==> src/rtl/vga_pkg.sv <==
// vga_pkg: timing constants and shared types for the 800x600@60 Hz display
// path (40 MHz pixel clock).
//   HOR_* / VER_*     visible, front porch, sync width and total per axis
//   *_SYNC_START/END  derived sync window, END is exclusive
//   cnt_t / rgb_t     field types of the vga_if stream
//   in_window()       half-open range test used for sync decode
package vga_pkg;

  localparam int unsigned HOR_VISIBLE = 800;
  localparam int unsigned HOR_FP      = 40;
  localparam int unsigned HOR_SYNC    = 128;
  localparam int unsigned HOR_TOTAL   = 1056;

  localparam int unsigned VER_VISIBLE = 600;
  localparam int unsigned VER_FP      = 1;
  localparam int unsigned VER_SYNC    = 4;
  localparam int unsigned VER_TOTAL   = 628;

  localparam int unsigned HOR_SYNC_START = HOR_VISIBLE + HOR_FP;
  localparam int unsigned HOR_SYNC_END   = HOR_SYNC_START + HOR_SYNC;
  localparam int unsigned VER_SYNC_START = VER_VISIBLE + VER_FP;
  localparam int unsigned VER_SYNC_END   = VER_SYNC_START + VER_SYNC;

  localparam int unsigned CNT_W       = 11;
  localparam int unsigned RGB_W       = 12;
  localparam int unsigned FRAME_CNT_W = 16;

  typedef logic [CNT_W-1:0] cnt_t;
  typedef logic [RGB_W-1:0] rgb_t;

  // True when lo <= val < hi.
  function automatic logic in_window(input cnt_t val, input cnt_t lo, input cnt_t hi);
    return (val >= lo) && (val < hi);
  endfunction

endpackage

==> src/rtl/vga_if.sv <==
// vga_if: pixel stream passed between display stages.
//   hcount/vcount  current pixel position
//   hsync/vsync    active-high sync
//   hblnk/vblnk    blanking flags
//   rgb            pixel colour
//   modport out    producer side, modport in consumer side
interface vga_if;
  import vga_pkg::*;

  cnt_t hcount;
  cnt_t vcount;
  logic hsync;
  logic vsync;
  logic hblnk;
  logic vblnk;
  rgb_t rgb;

  modport out (output hcount, vcount, hsync, vsync, hblnk, vblnk, rgb);
  modport in  (input  hcount, vcount, hsync, vsync, hblnk, vblnk, rgb);

endinterface

==> src/rtl/vga_timing_gen.sv <==
// vga_timing_gen: source of the vga_if stream. Generates pixel/line counters,
// blanking and sync, plus a per-frame tick and a completed-frame counter.
// rgb is driven black; later stages paint pixels.
//   clk         pixel clock (single clock domain)
//   rst         asynchronous, active-low reset
//   en          count enable; when low every output holds, frame_tick reads 0
//   vga_out     vga_if producer modport
//   frame_tick  one-cycle pulse on the cycle presenting (0,0) after a wrap
//   frame_cnt   completed frames, wraps at 16 bits
module vga_timing_gen
  import vga_pkg::*;
#(
  parameter int unsigned H_VISIBLE = HOR_VISIBLE,
  parameter int unsigned H_FP      = HOR_FP,
  parameter int unsigned H_SYNC    = HOR_SYNC,
  parameter int unsigned H_TOTAL   = HOR_TOTAL,
  parameter int unsigned V_VISIBLE = VER_VISIBLE,
  parameter int unsigned V_FP      = VER_FP,
  parameter int unsigned V_SYNC    = VER_SYNC,
  parameter int unsigned V_TOTAL   = VER_TOTAL
) (
  input  logic                   clk,
  input  logic                   rst,
  input  logic                   en,
  vga_if.out                     vga_out,
  output logic                   frame_tick,
  output logic [FRAME_CNT_W-1:0] frame_cnt
);

  localparam cnt_t H_LAST   = cnt_t'(H_TOTAL - 1);
  localparam cnt_t V_LAST   = cnt_t'(V_TOTAL - 1);
  localparam cnt_t H_VIS    = cnt_t'(H_VISIBLE);
  localparam cnt_t V_VIS    = cnt_t'(V_VISIBLE);
  localparam cnt_t H_SYNC_S = cnt_t'(H_VISIBLE + H_FP);
  localparam cnt_t H_SYNC_E = cnt_t'(H_VISIBLE + H_FP + H_SYNC);
  localparam cnt_t V_SYNC_S = cnt_t'(V_VISIBLE + V_FP);
  localparam cnt_t V_SYNC_E = cnt_t'(V_VISIBLE + V_FP + V_SYNC);

  cnt_t h_q, v_q;
  logic hsync_q, vsync_q, hblnk_q, vblnk_q;

  cnt_t                   h_nxt, v_nxt;
  logic                   hsync_nxt, vsync_nxt, hblnk_nxt, vblnk_nxt;
  logic                   wrap_frame;
  logic [FRAME_CNT_W-1:0] frame_cnt_nxt;

  // Next position plus decode of that position, so the flopped flags line up
  // with the flopped counts in the same cycle. Out-of-range counts (>= last)
  // fall back to 0; only an exact (H_LAST, V_LAST) counts as a frame wrap.
  always_comb begin
    h_nxt      = h_q + cnt_t'(1);
    v_nxt      = v_q;
    wrap_frame = 1'b0;

    if (h_q >= H_LAST) begin
      h_nxt      = '0;
      v_nxt      = (v_q >= V_LAST) ? '0 : v_q + cnt_t'(1);
      wrap_frame = (h_q == H_LAST) && (v_q == V_LAST);
    end else if (v_q > V_LAST) begin
      v_nxt = '0;
    end

    hblnk_nxt     = (h_nxt >= H_VIS);
    vblnk_nxt     = (v_nxt >= V_VIS);
    hsync_nxt     = in_window(h_nxt, H_SYNC_S, H_SYNC_E);
    vsync_nxt     = in_window(v_nxt, V_SYNC_S, V_SYNC_E);
    frame_cnt_nxt = wrap_frame ? frame_cnt + FRAME_CNT_W'(1) : frame_cnt;
  end

  always_ff @(posedge clk or negedge rst) begin
    if (!rst) begin
      h_q        <= '0;
      v_q        <= '0;
      hsync_q    <= 1'b0;
      vsync_q    <= 1'b0;
      hblnk_q    <= 1'b0;
      vblnk_q    <= 1'b0;
      frame_tick <= 1'b0;
      frame_cnt  <= '0;
    end else if (en) begin
      h_q        <= h_nxt;
      v_q        <= v_nxt;
      hsync_q    <= hsync_nxt;
      vsync_q    <= vsync_nxt;
      hblnk_q    <= hblnk_nxt;
      vblnk_q    <= vblnk_nxt;
      frame_tick <= wrap_frame;
      frame_cnt  <= frame_cnt_nxt;
    end else begin
      // Frozen: hold position, but never stretch the tick.
      frame_tick <= 1'b0;
    end
  end

  assign vga_out.hcount = h_q;
  assign vga_out.vcount = v_q;
  assign vga_out.hsync  = hsync_q;
  assign vga_out.vsync  = vsync_q;
  assign vga_out.hblnk  = hblnk_q;
  assign vga_out.vblnk  = vblnk_q;
  assign vga_out.rgb    = '0;

endmodule

==> src/flat_wrapper.sv <==
// flat-port wrapper written by rule: the top's interface ports become plain ports
module vga_timing_gen_flat import vga_pkg::*;
#(
  parameter int unsigned H_VISIBLE = HOR_VISIBLE,
  parameter int unsigned H_FP      = HOR_FP,
  parameter int unsigned H_SYNC    = HOR_SYNC,
  parameter int unsigned H_TOTAL   = HOR_TOTAL,
  parameter int unsigned V_VISIBLE = VER_VISIBLE,
  parameter int unsigned V_FP      = VER_FP,
  parameter int unsigned V_SYNC    = VER_SYNC,
  parameter int unsigned V_TOTAL   = VER_TOTAL
)
  (clk, rst, en, frame_tick, frame_cnt, vga_out_hcount, vga_out_vcount, vga_out_hsync, vga_out_vsync, vga_out_hblnk, vga_out_vblnk, vga_out_rgb);
  vga_if vga_out_i ();
  input  logic clk;
  input  logic rst;
  input  logic en;
  output logic frame_tick;
  output logic [FRAME_CNT_W-1:0] frame_cnt;
  output wire logic [$bits(vga_out_i.hcount)-1:0] vga_out_hcount;
  output wire logic [$bits(vga_out_i.vcount)-1:0] vga_out_vcount;
  output wire logic [$bits(vga_out_i.hsync)-1:0] vga_out_hsync;
  output wire logic [$bits(vga_out_i.vsync)-1:0] vga_out_vsync;
  output wire logic [$bits(vga_out_i.hblnk)-1:0] vga_out_hblnk;
  output wire logic [$bits(vga_out_i.vblnk)-1:0] vga_out_vblnk;
  output wire logic [$bits(vga_out_i.rgb)-1:0] vga_out_rgb;
  assign vga_out_hcount = vga_out_i.hcount;
  assign vga_out_vcount = vga_out_i.vcount;
  assign vga_out_hsync = vga_out_i.hsync;
  assign vga_out_vsync = vga_out_i.vsync;
  assign vga_out_hblnk = vga_out_i.hblnk;
  assign vga_out_vblnk = vga_out_i.vblnk;
  assign vga_out_rgb = vga_out_i.rgb;
  vga_timing_gen #(.H_VISIBLE(H_VISIBLE), .H_FP(H_FP), .H_SYNC(H_SYNC), .H_TOTAL(H_TOTAL), .V_VISIBLE(V_VISIBLE), .V_FP(V_FP), .V_SYNC(V_SYNC), .V_TOTAL(V_TOTAL)) u_core (.clk(clk), .rst(rst), .en(en), .vga_out(vga_out_i), .frame_tick(frame_tick), .frame_cnt(frame_cnt));
endmodule
==> config.mk <==
export PLATFORM = sky130hd
export DESIGN_NAME = vga_timing_gen_flat
export DESIGN_NICKNAME = d
export VERILOG_FILES = /design/src/rtl/vga_pkg.sv /design/src/rtl/vga_if.sv /design/src/rtl/vga_timing_gen.sv /design/src/flat_wrapper.sv
export SDC_FILE = /design/constraint.sdc
export NUM_CORES = 1
export LEC_CHECK = 0
export CAP_MARGIN = 20
export CORE_MARGIN = 2
export CORE_UTILIZATION = 53
export CTS_BUF_LIST = sky130_fd_sc_hd__clkbuf_4
export DETAILED_ROUTE_END_ITERATION = 16
export PLACE_DENSITY = 0.84
export SLEW_MARGIN = 20
export SYNTH_ARGS = -nofsm -noshare
export SYNTH_HDL_FRONTEND = slang
export SYNTH_SLANG_ARGS = --single-unit
==> constraint.sdc <==
create_clock -name clk -period 3.7 [get_ports clk]
set_clock_uncertainty 0.15 [all_clocks]
set_input_delay 0.555 -clock clk [delete_from_list [all_inputs] [get_ports clk]]
set_output_delay 0.555 -clock clk [all_outputs]
set_load 0.02 [all_outputs]
==> out/results.tsv, run 1 <==
metric	value	unit
nets	343	
rsz0062_at_grt	no	
sw_frac_of_total	41.74	%
cpMostUsedCell	o21ai_2	
antenna_left	0	
place_ws	570.0	ps
cts-hold-fix-buffers	0	
wl	6126	um
cp_data_required_time	3830	ps
ir_drop	0.3928	mV
wl_per_cell	15.01	um
ctsResizeCount	0	
setup_viol	0	
grt_overflow	0	
dieArea	5691	um2
yosys_register_bits	43	
outcome	finished clean	
crit_chain	ha_1 > nand4_1 > o21ai_2 > o21ai_2 > buf_4 > or3_1 > a21oi_1 > nand2b_1 > or4_1 > o31ai_1	
period_needed	3167	ps
drv_cap	0	
p_int	0.0008955	W
cp_top_family	simple AND/OR/NAND/NOR gates	
viasPerCell	5.728	
cts_tree	done	
slowest_delay	450	ps
core-area	5010	um2
drtIter0Drc	131	
yosysMostFrequentCell	dfrtp_1	
cp_data_arrival_time	3300	ps
antenna_found_initial	0	
fin_area	3199	um2
drc	0	
clock-sinks	43	
grt_pass1_wl	10120	um
num_vias	2337	
cts_made_buffers	5	
synth.distinct_cells	59	
p_leak	1.357	nW
synth_edf_count	0	
area_growth	18.27	%
netlist.area_leader.share	39.78	%
dpl.hpwl	4413	um
path_max_fanout	10	
drt_pass1_iterations	4	
fmax	0.3157	GHz
yosysWarnings	0	
syn_inst	294	
place.gp.congestion	0.8964	
power_density	480.4	nW/um2
synth_top_cell_by_area	dfrtp_1	
maxSlewViolCount	0	
rows	26	
postPlaceCellArea	3142	um2
syn_avg_cell_area	9.201	um2
yosys-top-cells-area	dfrtp_1, nand2_1, xnor2_1	
tns	0	ps
yosysSeqAreaShare	39.78	%
power_switching	0.0006415	W
nFillCells	445	
drive_above_1_share	9.763	%
worst_slack	532.6	ps
startpoint_type	flop	
synthTopCellsByCount	dfrtp_1, nand2_1, nor2_1, o21ai_0, nand3_1	
power_frac_comb	42.2	%
cts_buffer_depth	2	
htreeDepth	2	
timing.final.crit_share	85.60	%
hold_path.class	input port to asynchronous set/reset pin	
synthArstFlopShare	100.0	%
path_class	flop to flop	
grt_use_total	23.24	%
grt_max_degree	44	
cts_setup_buffers	0	
relSlewSlack	37.88	%
n_antenna_cell	0	
cts.clk_slew.worst_paths	130	ps
final_hold_viol_count	0	
cts_root_buf	clkbuf_4	
dieWidth	75.44	um
grt_pass1_vias	2123	
critPathBufInv	1	
start_util	54.00	%
cp_slowest_cell	dfrtp_1	
syn-cell-area	2705	um2
ios	58	
die_height	75.44	um
portBuffers	45	
clkPwrFrac	15.4	%
tightest_slew	931.8	ps
critPathCaptureType	flop	
ys.flop_type	dfrtp_1	
pwr-share-seq	42.3	%
insertion_delay	360	ps
## power groups by stage
stage,Clock [W],Sequential [W],Combinational (W)
4_1_cts,0.000243,0.000649,0.000648
5_1_grt,0.000256,0.000667,0.000712
3_5_place_dp,0,0.000658,0.000645
2_1_floorplan,0,0.000687,0.000415
3_3_place_gp,0,0.000655,0.000632
6_report,0.000237,0.000651,0.000649
## path summary, 6_finish.rpt
kind / from / endpoint / slack [ps] / cells after the start
min in group clk: u_core.frame_cnt[15] / u_core.frame_cnt[15] / 340 / 1
max in group asynchronous: rst / u_core.vga_out.vcount[6] / 2640 / 1
worst max register to register: u_core.vga_out.hcount[0] / u_core.vga_out.vsync / 530 / 10
worst min register to register: u_core.frame_cnt[15] / u_core.frame_cnt[15] / 340 / 1
worst max-delay path: u_core.vga_out.hcount[0] / u_core.vga_out.vsync / 530 / 10
worst min-delay path: rst / u_core.vga_out.hcount[6] / 160 / 1
## layout make-up
cell class | count | area, um2 | area share [%]
Multi-Input combinational cell | 235 | 1491 | 46.62
Sequential cell | 43 | 1076 | 33.63
Timing Repair Buffer | 49 | 475.5 | 14.86
Tap cell | 70 | 87.58 | 2.738
Clock buffer | 7 | 52.55 | 1.643
Inverter | 3 | 11.26 | 0.3520
Clock inverter | 1 | 5.005 | 0.1564
## registers in the layout (all words and copies together) (netlist names)
register / flops
u_core.frame_cnt: 16
u_core.vga_out.hcount: 11
u_core.vga_out.vcount: 11
u_core.frame_tick: 1
u_core.vga_out.hblnk: 1
u_core.vga_out.hsync: 1
u_core.vga_out.vblnk: 1
u_core.vga_out.vsync: 1
## placed cells by master (no fill, tap or decap), drive strengths merged, types with 4 or more instances in the layout
cell           netlist  routed
conb                 1      12
or3                  5       5
nand4                9       9
clkbuf               6       7
mux2                 5       5
and2                 4       4
xnor2               13      13
mux2i                4       4
a21oi                7       7
clkdlybuf4s50        0      44
nand3               14      14
nor2                22      22
o21a                 4       4
o31ai                6       6
o21ai               27      27
nor3                 4       4
dfrtp               43      43
xor2                 4       4
nand2               35      35
nand2b               8       8
and3                11      11
buf                 18       5
nor4                 4       4
## logic make-up after synthesis
group	Yosys count	share of synthesized area, %
muxes	9	3.561
xor gates and xnor gates	17	5.504
DFF	43	39.78
buffers and inverters	27	6.614
adders and majority gates	3	1.388
AOI/OAI and AO/OA	68	17.35
other	1	0.1386
and+or+nand+nor	126	25.67
## worst register-to-register path: cells and delay by family, from the launching register on
| family | cells | cell delay, ps |
|---|---|---|
| AO/OA/AOI/OAI | 4 | 850 |
| adder cells (fa/ha/maj) | 1 | 380 |
| buffers and inverters | 1 | 200 |
| flip-flops | 1 | 450 |
| AND/OR/NAND/NOR | 4 | 1060 |
## stage by stage
step	power [W]	hold slack, ps	utilization (%)	std cells
2_1_floorplan	0.001103	109.4	-	305
3_3_place_gp	0.001287	318.6	62.71	400
3_5_place_dp	0.001303	332.0	62.71	400
4_1_cts	0.001540	205.7	63.86	408
5_1_grt	0.001636	261.7	63.86	408
6_report	0.001537	162.8	63.86	408
## metal layers
metal / track usage, % / vias to the layer above / share of wire [%]
met1: 31.69 / 1126 / 45
met4: 6.433 / 0 / 1.1
met3: 4.233 / 7 / 6.1
li1: - / 1132 / -
met5: 0 / - / 0
met2: 38.26 / 72 / 48
Power figures use the tool's default switching activity.
==> run 2: changes to the inputs <==
--- a/config.mk
+++ b/config.mk
@@ -10,6 +10,7 @@
 export CORE_UTILIZATION = 53
 export CTS_BUF_LIST = sky130_fd_sc_hd__clkbuf_4
 export DETAILED_ROUTE_END_ITERATION = 16
+export HOLD_SLACK_MARGIN = 0.06
 export PLACE_DENSITY = 0.84
 export SLEW_MARGIN = 20
 export SYNTH_ARGS = -nofsm -noshare
==> results of run 2 <==
No change in the layout: final DEF, timing and power equal those of run 1.
